<file path="src/rtl/cnn_stage_sequencer.sv">
// Sequences the four CNN stage-wait requests (Ti1..Ti4) into the stage delay timer.
// Each request is held until its To level is seen, then all requests rest for a fixed gap.
module cnn_stage_sequencer #(
  parameter int TIMEOUT_W  = 16,
  parameter int TIMEOUT    = 4095,
  parameter int GAP_CYCLES = 2
) (
  input  logic       S_AXIS_ACLK,
  input  logic       S_AXIS_ARESET,
  input  logic       start,
  input  logic       abort,
  input  logic [3:0] stage_en,
  input  logic       To1,
  input  logic       To2,
  input  logic       To3,
  input  logic       To4,
  output logic       Ti1,
  output logic       Ti2,
  output logic       Ti3,
  output logic       Ti4,
  output logic       busy,
  output logic [1:0] stage_idx,
  output logic       stage_done,
  output logic       done,
  output logic       timeout,
  output logic       err
);

  typedef enum logic [2:0] {IDLE, RUN, GAP, FIN, ERR} state_t;

  state_t               state_q, state_d;
  logic [3:0]           mask_q, mask_d;
  logic [1:0]           stage_q, stage_d;
  logic [TIMEOUT_W-1:0] wdog_q, wdog_d;
  logic [7:0]           gap_q, gap_d;
  logic [3:0]           ti_q, ti_d;
  logic                 busy_q, busy_d;
  logic                 stage_done_q, stage_done_d;
  logic                 done_q, done_d;
  logic                 timeout_q, timeout_d;
  logic                 err_q, err_d;

  logic [3:0] to_vec;
  logic       to_cur;
  logic [1:0] first_stage;
  logic [1:0] next_stage;
  logic       more_stages;

  assign to_vec = {To4, To3, To2, To1};
  assign to_cur = to_vec[stage_q];

  // Descending scan so the lowest qualifying index is the one that sticks.
  always_comb begin
    first_stage = 2'd0;
    next_stage  = 2'd0;
    more_stages = 1'b0;
    for (int i = 3; i >= 0; i--) begin
      if (stage_en[i]) first_stage = 2'(i);
      if (mask_q[i] && (i > int'(stage_q))) begin
        next_stage  = 2'(i);
        more_stages = 1'b1;
      end
    end
  end

  always_comb begin
    state_d      = state_q;
    mask_d       = mask_q;
    stage_d      = stage_q;
    wdog_d       = wdog_q;
    gap_d        = gap_q;
    err_d        = err_q;
    stage_done_d = 1'b0;
    unique case (state_q)
      IDLE: begin
        if (start && !abort) begin
          mask_d  = stage_en;
          err_d   = 1'b0;
          stage_d = first_stage;
          wdog_d  = '0;
          state_d = (stage_en == 4'b0000) ? FIN : RUN;
        end
      end
      RUN: begin
        if (abort) begin
          state_d = IDLE;
        end else if (to_cur) begin
          stage_done_d = 1'b1;
          if (more_stages) begin
            state_d = GAP;
            gap_d   = 8'd0;
          end else begin
            state_d = FIN;
          end
        end else if (wdog_q == TIMEOUT_W'(TIMEOUT - 1)) begin
          state_d = ERR;
        end else begin
          wdog_d = wdog_q + 1'b1;
        end
      end
      GAP: begin
        if (abort) begin
          state_d = IDLE;
        end else if (gap_q == 8'(GAP_CYCLES - 1)) begin
          state_d = RUN;
          stage_d = next_stage;
          wdog_d  = '0;
        end else begin
          gap_d = gap_q + 8'd1;
        end
      end
      FIN:     state_d = IDLE;
      ERR:     state_d = IDLE;
      default: state_d = IDLE;
    endcase

    // Registered outputs are decoded from the state being entered.
    done_d    = (state_d == FIN);
    timeout_d = (state_d == ERR);
    if (state_d == ERR) err_d = 1'b1;
    busy_d = (state_d == RUN) || (state_d == GAP);
    ti_d   = (state_d == RUN) ? (4'b0001 << stage_d) : 4'b0000;
  end

  always_ff @(posedge S_AXIS_ACLK) begin
    if (S_AXIS_ARESET) begin
      state_q      <= IDLE;
      mask_q       <= 4'b0000;
      stage_q      <= 2'd0;
      wdog_q       <= '0;
      gap_q        <= 8'd0;
      ti_q         <= 4'b0000;
      busy_q       <= 1'b0;
      stage_done_q <= 1'b0;
      done_q       <= 1'b0;
      timeout_q    <= 1'b0;
      err_q        <= 1'b0;
    end else begin
      state_q      <= state_d;
      mask_q       <= mask_d;
      stage_q      <= stage_d;
      wdog_q       <= wdog_d;
      gap_q        <= gap_d;
      ti_q         <= ti_d;
      busy_q       <= busy_d;
      stage_done_q <= stage_done_d;
      done_q       <= done_d;
      timeout_q    <= timeout_d;
      err_q        <= err_d;
    end
  end

  assign {Ti4, Ti3, Ti2, Ti1} = ti_q;
  assign busy       = busy_q;
  assign stage_idx  = stage_q;
  assign stage_done = stage_done_q;
  assign done       = done_q;
  assign timeout    = timeout_q;
  assign err        = err_q;

endmodule

</file>
<file path="config.mk">
export PLATFORM = sky130hd
export DESIGN_NAME = cnn_stage_sequencer
export DESIGN_NICKNAME = d
export VERILOG_FILES = /design/src/rtl/cnn_stage_sequencer.sv
export SDC_FILE = /design/constraint.sdc
export NUM_CORES = 1
export LEC_CHECK = 0
export ABC_CLOCK_PERIOD_IN_PS = 2450
export CORE_MARGIN = 2
export CORE_UTILIZATION = 56
export CTS_CLUSTER_SIZE = 14
export DETAILED_ROUTE_END_ITERATION = 10
export PLACE_DENSITY = 0.79
export SLEW_MARGIN = 40
export SYNTH_ARGS = -nofsm -noshare
export SYNTH_HDL_FRONTEND = slang
export SYNTH_SLANG_ARGS = --single-unit
export TNS_END_PERCENT = 50
</file>
<file path="constraint.sdc">
create_clock -name S_AXIS_ACLK -period 2.45 [get_ports S_AXIS_ACLK]
set_input_delay 0.3675 -clock S_AXIS_ACLK [delete_from_list [all_inputs] [get_ports S_AXIS_ACLK]]
set_output_delay 0.3675 -clock S_AXIS_ACLK [all_outputs]
set_load 0.02 [all_outputs]
</file>
==> results of run 1 <==
[layout by cell type (no fill, tap or decap), drive strengths merged, types with 4 or more instances in the layout]
cell type / n
a211oi: 4
nand3: 10
nor3b: 5
nor3: 8
nor2: 15
nand4: 7
clkdlybuf4s50: 22
o21ai: 12
o211ai: 4
or4: 17
dfxtp: 41
nand2: 22
buf: 23
nand2b: 6
inv: 13
ha: 4
a21oi: 32
o31ai: 14
nor4: 4
clkbuf: 5
[logic make-up after synthesis]
kind of cell | Yosys count | synth area share, %
fa+ha+maj | 4 | 2.24
flops | 41 | 36.8
xor+xnor | 1 | 0.393
buf+inv | 22 | 4.88
simple gates | 116 | 30.5
mux | 1 | 1.01
compound gates | 78 | 24.2
[cell type report]
type                            count  area share, %
Timing Repair Buffer               45           14.7
Sequential cell                    41           29.8
Inverter                           13           1.77
Clock inverter                      2           1.27
Multi-Input combinational cell    200           47.8
Clock buffer                        5           2.50
Tap cell                           48           2.18
[stage by stage]
| stage | cells | setup TNS [ns] | total power, mW | setup slack (ns) |
|---|---|---|---|---|
| after floorplan | 263 | 0 | 0.788 | 0.244 |
| after global placement | 347 | -0.207 | 0.853 | -0.0525 |
| after detailed placement | 347 | -0.269 | 0.855 | -0.0523 |
| after CTS | 354 | 0 | 1.38 | 0.151 |
| after global routing | 354 | 0 | 1.42 | 0.0209 |
| final | 354 | 0 | 1.38 | 0.164 |
[report_power, final]
part	total (mW)	switching (mW)	leakage (nW)	internal [mW]
combinational	0.161	0.0856	0.525	0.0752
sequential	0.683	0.00849	0.331	0.674
clock	0.533	0.237	0.0540	0.296
total	1.38	0.331	0.910	1.05
[routing by layer]
metal / up-vias / part of all wire (%) / routed length [um]
li1: 1081 / - / -
met1: 1020 / 47 / 2500
met2: 61 / 45 / 2400
met3: 13 / 6.1 / 329
met4: 0 / 2.5 / 132
met5: - / 0 / 0
[critical path, delay by kind of cell (launching register included)]
family / cells / cell delay (ns)
simple gates: 3 / 1.18
compound gates: 2 / 0.43
buf+inv: 1 / 0.21
flops: 1 / 0.35
[sequential cells by signal, indices dropped and copies added (netlist names)]
register / flops
timeout: 1
gap_q: 8
done: 1
stage_idx: 2
stage_done: 1
ti_q: 4
state_q: 3
mask_q: 3
wdog_q: 16
busy: 1
err: 1
[what timing repair did]
| action | CTS | global route |
|---|---|---|
| hold buffers | 0 | 0 |
| resized for setup | 0 | 2 |
| endpoints found under the setup margin | 0 | 5 |
[final timing paths]
kind                       endpoint  slack (ns)  cells past startpoint
max          wdog_q[5]$_SDFFE_PP0P_        0.16                      6
min          mask_q[1]$_SDFFE_PP0P_        0.47                      2
max reg2reg  wdog_q[5]$_SDFFE_PP0P_        0.16                      6
min reg2reg  mask_q[1]$_SDFFE_PP0P_        0.47                      2
==> impl_metrics.json, run 1 <==
{
  "run_status": "completed",
  "dieArea_um2": 4500,
  "num_vias": 2175,
  "placed_area_um2": 2640,
  "antenna_found_initial": 0,
  "num_rows": 22,
  "grt_use_met1_pct": 36.3,
  "numCtsBuffers": 5,
  "syn_nets": 279,
  "worstReg2RegStart": "wdog_q[12]$_SDFFE_PP0P_",
  "cpMaxStageDelayCell": "or4_4",
  "ys_ff_latch": 41,
  "irDropWorstVdd_mv": 0.296,
  "n_antenna_cell": 0,
  "die_w_um": 67.1,
  "wire_per_inst_um": 15.1,
  "drc": 0,
  "num_io_pins": 23,
  "crit_path_start": "wdog_q[12]$_SDFFE_PP0P_",
  "ys_warn_count": 0,
  "avgSynthCellArea_um2": 8.48,
  "dp_hpwl_mm": 3.93,
  "synth_ff_type": "dfxtp_1",
  "cts_tree": "yes",
  "rsz0062_at_grt": "no",
  "fin_area_um2": 2750,
  "netlist_area_um2": 2230,
  "core_area_um2": 3740,
  "vias_per_cell": 6.14,
  "cp.required_ns": 2.63,
  "hold_viol": 0,
  "die_y_um": 67.1,
  "synth_top_area_cell": "dfxtp_1",
  "cpPeakStageDelay_ns": 0.56,
  "synthToLayoutAreaGrowth_pct": 23.4,
  "hold_ws_ns": 0.474,
  "use_met3_pct": 6.08,
  "worst_pin_slew_ns": 0.535,
  "cp-end-kind": "flop",
  "critical_path_arrival_ns": 2.47,
  "finalWirelength_mm": 5.36,
  "io_buffers": 22,
  "yosysTopAreaCellShare_pct": 36.8,
  "synthTopCellsByArea": "dfxtp_1 37%, a21oi_1 5.8%, o31ai_1 4.7%, or4_1 4.0%, nand2_1 3.7%",
  "track_usage_pct": 25.8,
  "gr-max-usage-layer": "met2",
  "worst_path_most_repeated_cell": "or4_4",
  "synth_edf_count": 0,
  "initial_core_util_pct": 59.6,
  "regArea_um2": 821,
  "period_share_pct": 93.3,
  "cts.clk_slew.worst_paths_ns": 0.08,
  "cts-htree-levels": 2,
  "clockBufferDepth": 2,
  "dr.pass1.iters": 4,
  "max-slew-margin-rel_pct": 64.0,
  "initialDrtViolationCount": 123,
  "grt_max_degree": 18,
  "slew_violations": 0,
  "synth_common_cells": "41 x dfxtp_1, 26 x a21oi_1, 22 x nand2_1, 15 x nor2_1, 14 x o31ai_1",
  "place_congestion": 0.928,
  "seq_area_frac_synth_pct": 36.8,
  "ant_nets": 0,
  "grtUsageMet2_pct": 38.1,
  "max_clock_freq_mhz": 437,
  "power-per-cell-area_nw_per_um2": 500,
  "max_cap_violations": 0,
  "drive_gt1_share_pct": 18.3,
  "p_leak_nw": 0.910,
  "fillerInstances": 303,
  "yosysMostFrequentCell": "dfxtp_1",
  "clock_skew_ns": 0.00688,
  "worstHoldStart": "mask_q[1]$_SDFFE_PP0P_",
  "overflow": 0,
  "grt_pass1_vias": 1918,
  "hp-class": "reg -> reg",
  "num-nets-final": 322,
  "yosysUniqueCellTypes": 53,
  "path_class": "reg -> reg",
  "post-cts-setup-buffers": 0,
  "path_max_fanout": 17,
  "cts_sinks": 41,
  "post-route-util_pct": 73.6,
  "setup_violations": 0,
  "multi_input_area_um2": 1320,
  "clk-insertion-delay-late_ns": 0.30,
  "critPathLaunchType": "flop",
  "cp_cell_sequence": "or4_4 -> or4_4 -> o21ai_4 -> buf_4 -> or4_1 -> a21oi_1",
  "min_period_ns": 2.29,
  "grt_pass1_wl_mm": 8.85,
  "async_flop_share_pct": 0,
  "root_buffer": "clkbuf_8",
  "netlist_instances": 263
}
(Power assumes the default switching activity.)
==> inputs of run 2 (changes only) <==
Settings changed: SKIP_LAST_GASP set to 1.
==> run 2 against run 1 <==
Sequential cell count unchanged. Die area unchanged. Total power hardly changed. Count of clock-buffer cells in the layout is the same. Highest routed layer unchanged. Largest cell class unchanged. Largest power group unchanged. Utilization fell by 0.23 points. Sequential power about the same.
==> impl_metrics.json, run 2 (synthesized netlist as in run 1, its figures left out) <==
{
  "max_clock_freq_mhz": 436,
  "cts_tree": "yes",
  "dr.pass1.iters": 4,
  "root_buffer": "clkbuf_8",
  "cp-end-kind": "flop",
  "num_rows": 22,
  "drive_gt1_share_pct": 18.3,
  "clkPwrFrac_pct": 38.6,
  "power_frac_comb_pct": 11.7,
  "vias_per_cell": 6.11,
  "irDropWorstVdd_mv": 0.290,
  "num_io_pins": 23,
  "slew_violations": 0,
  "clockBufferDepth": 2,
  "initial_core_util_pct": 59.6,
  "die_y_um": 67.1,
  "wire_per_inst_um": 15.0,
  "max-slew-margin-rel_pct": 64.0,
  "seq_power_share_pct": 49.7,
  "cts-htree-levels": 2,
  "grt_pass1_wl_mm": 8.85,
  "path_max_fanout": 17,
  "worst_pin_slew_ns": 0.536,
  "io_buffers": 22,
  "power-per-cell-area_nw_per_um2": 501,
  "run_status": "completed",
  "final_cell_mix": "41 x dfxtp_1, 26 x a21oi_1, 22 x nand2_1, 22 x clkdlybuf4s50_1, 22 x buf_4",
  "dieArea_um2": 4500,
  "switching_share_pct": 24.0,
  "initialDrtViolationCount": 119,
  "cp.required_ns": 2.63,
  "critical_path_arrival_ns": 2.48,
  "track_usage_pct": 25.8,
  "n_antenna_cell": 0,
  "place_ws_ns": -0.0523,
  "path_class": "reg -> reg",
  "overflow": 0,
  "post-route-util_pct": 73.3,
  "cts.clk_slew.worst_paths_ns": 0.08,
  "p_total_mw": 1.38,
  "synthToLayoutAreaGrowth_pct": 23.1,
  "p_sw_uw": 330,
  "numCtsBuffers": 5,
  "largest_reg_flops": 16,
  "regMostFlops": "wdog_q",
  "clk-insertion-delay-late_ns": 0.30,
  "hp-class": "reg -> reg",
  "min_period_ns": 2.29,
  "max_cap_violations": 0,
  "fin_ws_ns": 0.156,
  "setup_violations": 0,
  "cts_sinks": 41,
  "critPathLaunchType": "flop",
  "place_congestion": 0.928,
  "p_int_mw": 1.05,
  "p_leak_nw": 0.909,
  "reg.largest.list": "wdog_q x16, gap_q x8, ti_q x4",
  "grt_max_degree": 18,
  "die_w_um": 67.1,
  "drc": 0,
  "num_vias": 2163,
  "antenna_found_initial": 0,
  "core_area_um2": 3740,
  "period_share_pct": 93.6,
  "clock_skew_ns": 0.00644,
  "grt_pass1_vias": 1918,
  "dp_hpwl_mm": 3.93,
  "setup-tns-final_ns": 0,
  "hold_viol": 0,
  "ant_nets": 0,
  "finalWirelength_mm": 5.29,
  "rrSetupSlack_ns": 0.16,
  "final_common_cell": "dfxtp_1",
  "num-nets-final": 322,
  "rsz0062_at_grt": "yes"
}
## run 2: worst paths after layout
| path | start | endpoint | cells past startpoint |
|---|---|---|---|
| worst max-delay path | wdog_q[12]$_SDFFE_PP0P_ | wdog_q[5]$_SDFFE_PP0P_ | 6 |
| worst min-delay path | mask_q[1]$_SDFFE_PP0P_ | mask_q[1]$_SDFFE_PP0P_ | 2 |
| worst max register to register | wdog_q[12]$_SDFFE_PP0P_ | wdog_q[5]$_SDFFE_PP0P_ | 6 |
| worst min register to register | mask_q[1]$_SDFFE_PP0P_ | mask_q[1]$_SDFFE_PP0P_ | 2 |
## run 2: metal layers
| metal | vias to the layer above | wire (um) | track usage (%) |
|---|---|---|---|
| li1 | 1078 | - | - |
| met1 | 1016 | 2560 | 36.3 |
| met5 | - | 0 | 0 |
| met4 | 0 | 97 | 10.2 |
| met2 | 60 | 2350 | 38.1 |
| met3 | 9 | 285 | 6.08 |
## run 2: area by class of cell
cell class / count / area (um^2)
Clock buffer: 5 / 68.8
Clock inverter: 2 / 35.0
Fill cell: 304 / 998
Inverter: 13 / 48.8
Multi-Input combinational cell: 200 / 1310
Sequential cell: 41 / 821
Tap cell: 48 / 60.1
Timing Repair Buffer: 45 / 405
## run 2: worst max-delay path, stage by stage, from the launching register on
cell and delay, ns:
dfxtp_1 0.35, or4_4 0.56, or4_4 0.52, o21ai_4 0.38, buf_4 0.21, or4_1 0.10
a21oi_1 0.06
## run 2: metrics by stage
step	std cells	hold slack (ns)	area, um^2
2_1_floorplan	263	0.440	2230
3_3_place_gp	347	0.461	2640
3_5_place_dp	347	0.466	2640
4_1_cts	354	0.477	2740
5_1_grt	354	0.513	2750
6_report	354	0.477	2750
## run 2: power by group through the flow
stage                     combinational [mW]  clock (mW)  sequential (mW)
after floorplan                       0.0876           0            0.701
after global placement                 0.155           0            0.698
after detailed placement               0.157           0            0.698
after CTS                              0.159       0.541            0.683
after global routing                   0.175       0.563            0.684
final                                  0.161       0.531            0.683
## run 2: timing repair
item                       in CTS  in global routing
hold buffers                    0                  0
gates resized for setup         0                  1
setup endpoints to repair       0                  5
setup buffers                   0                  0
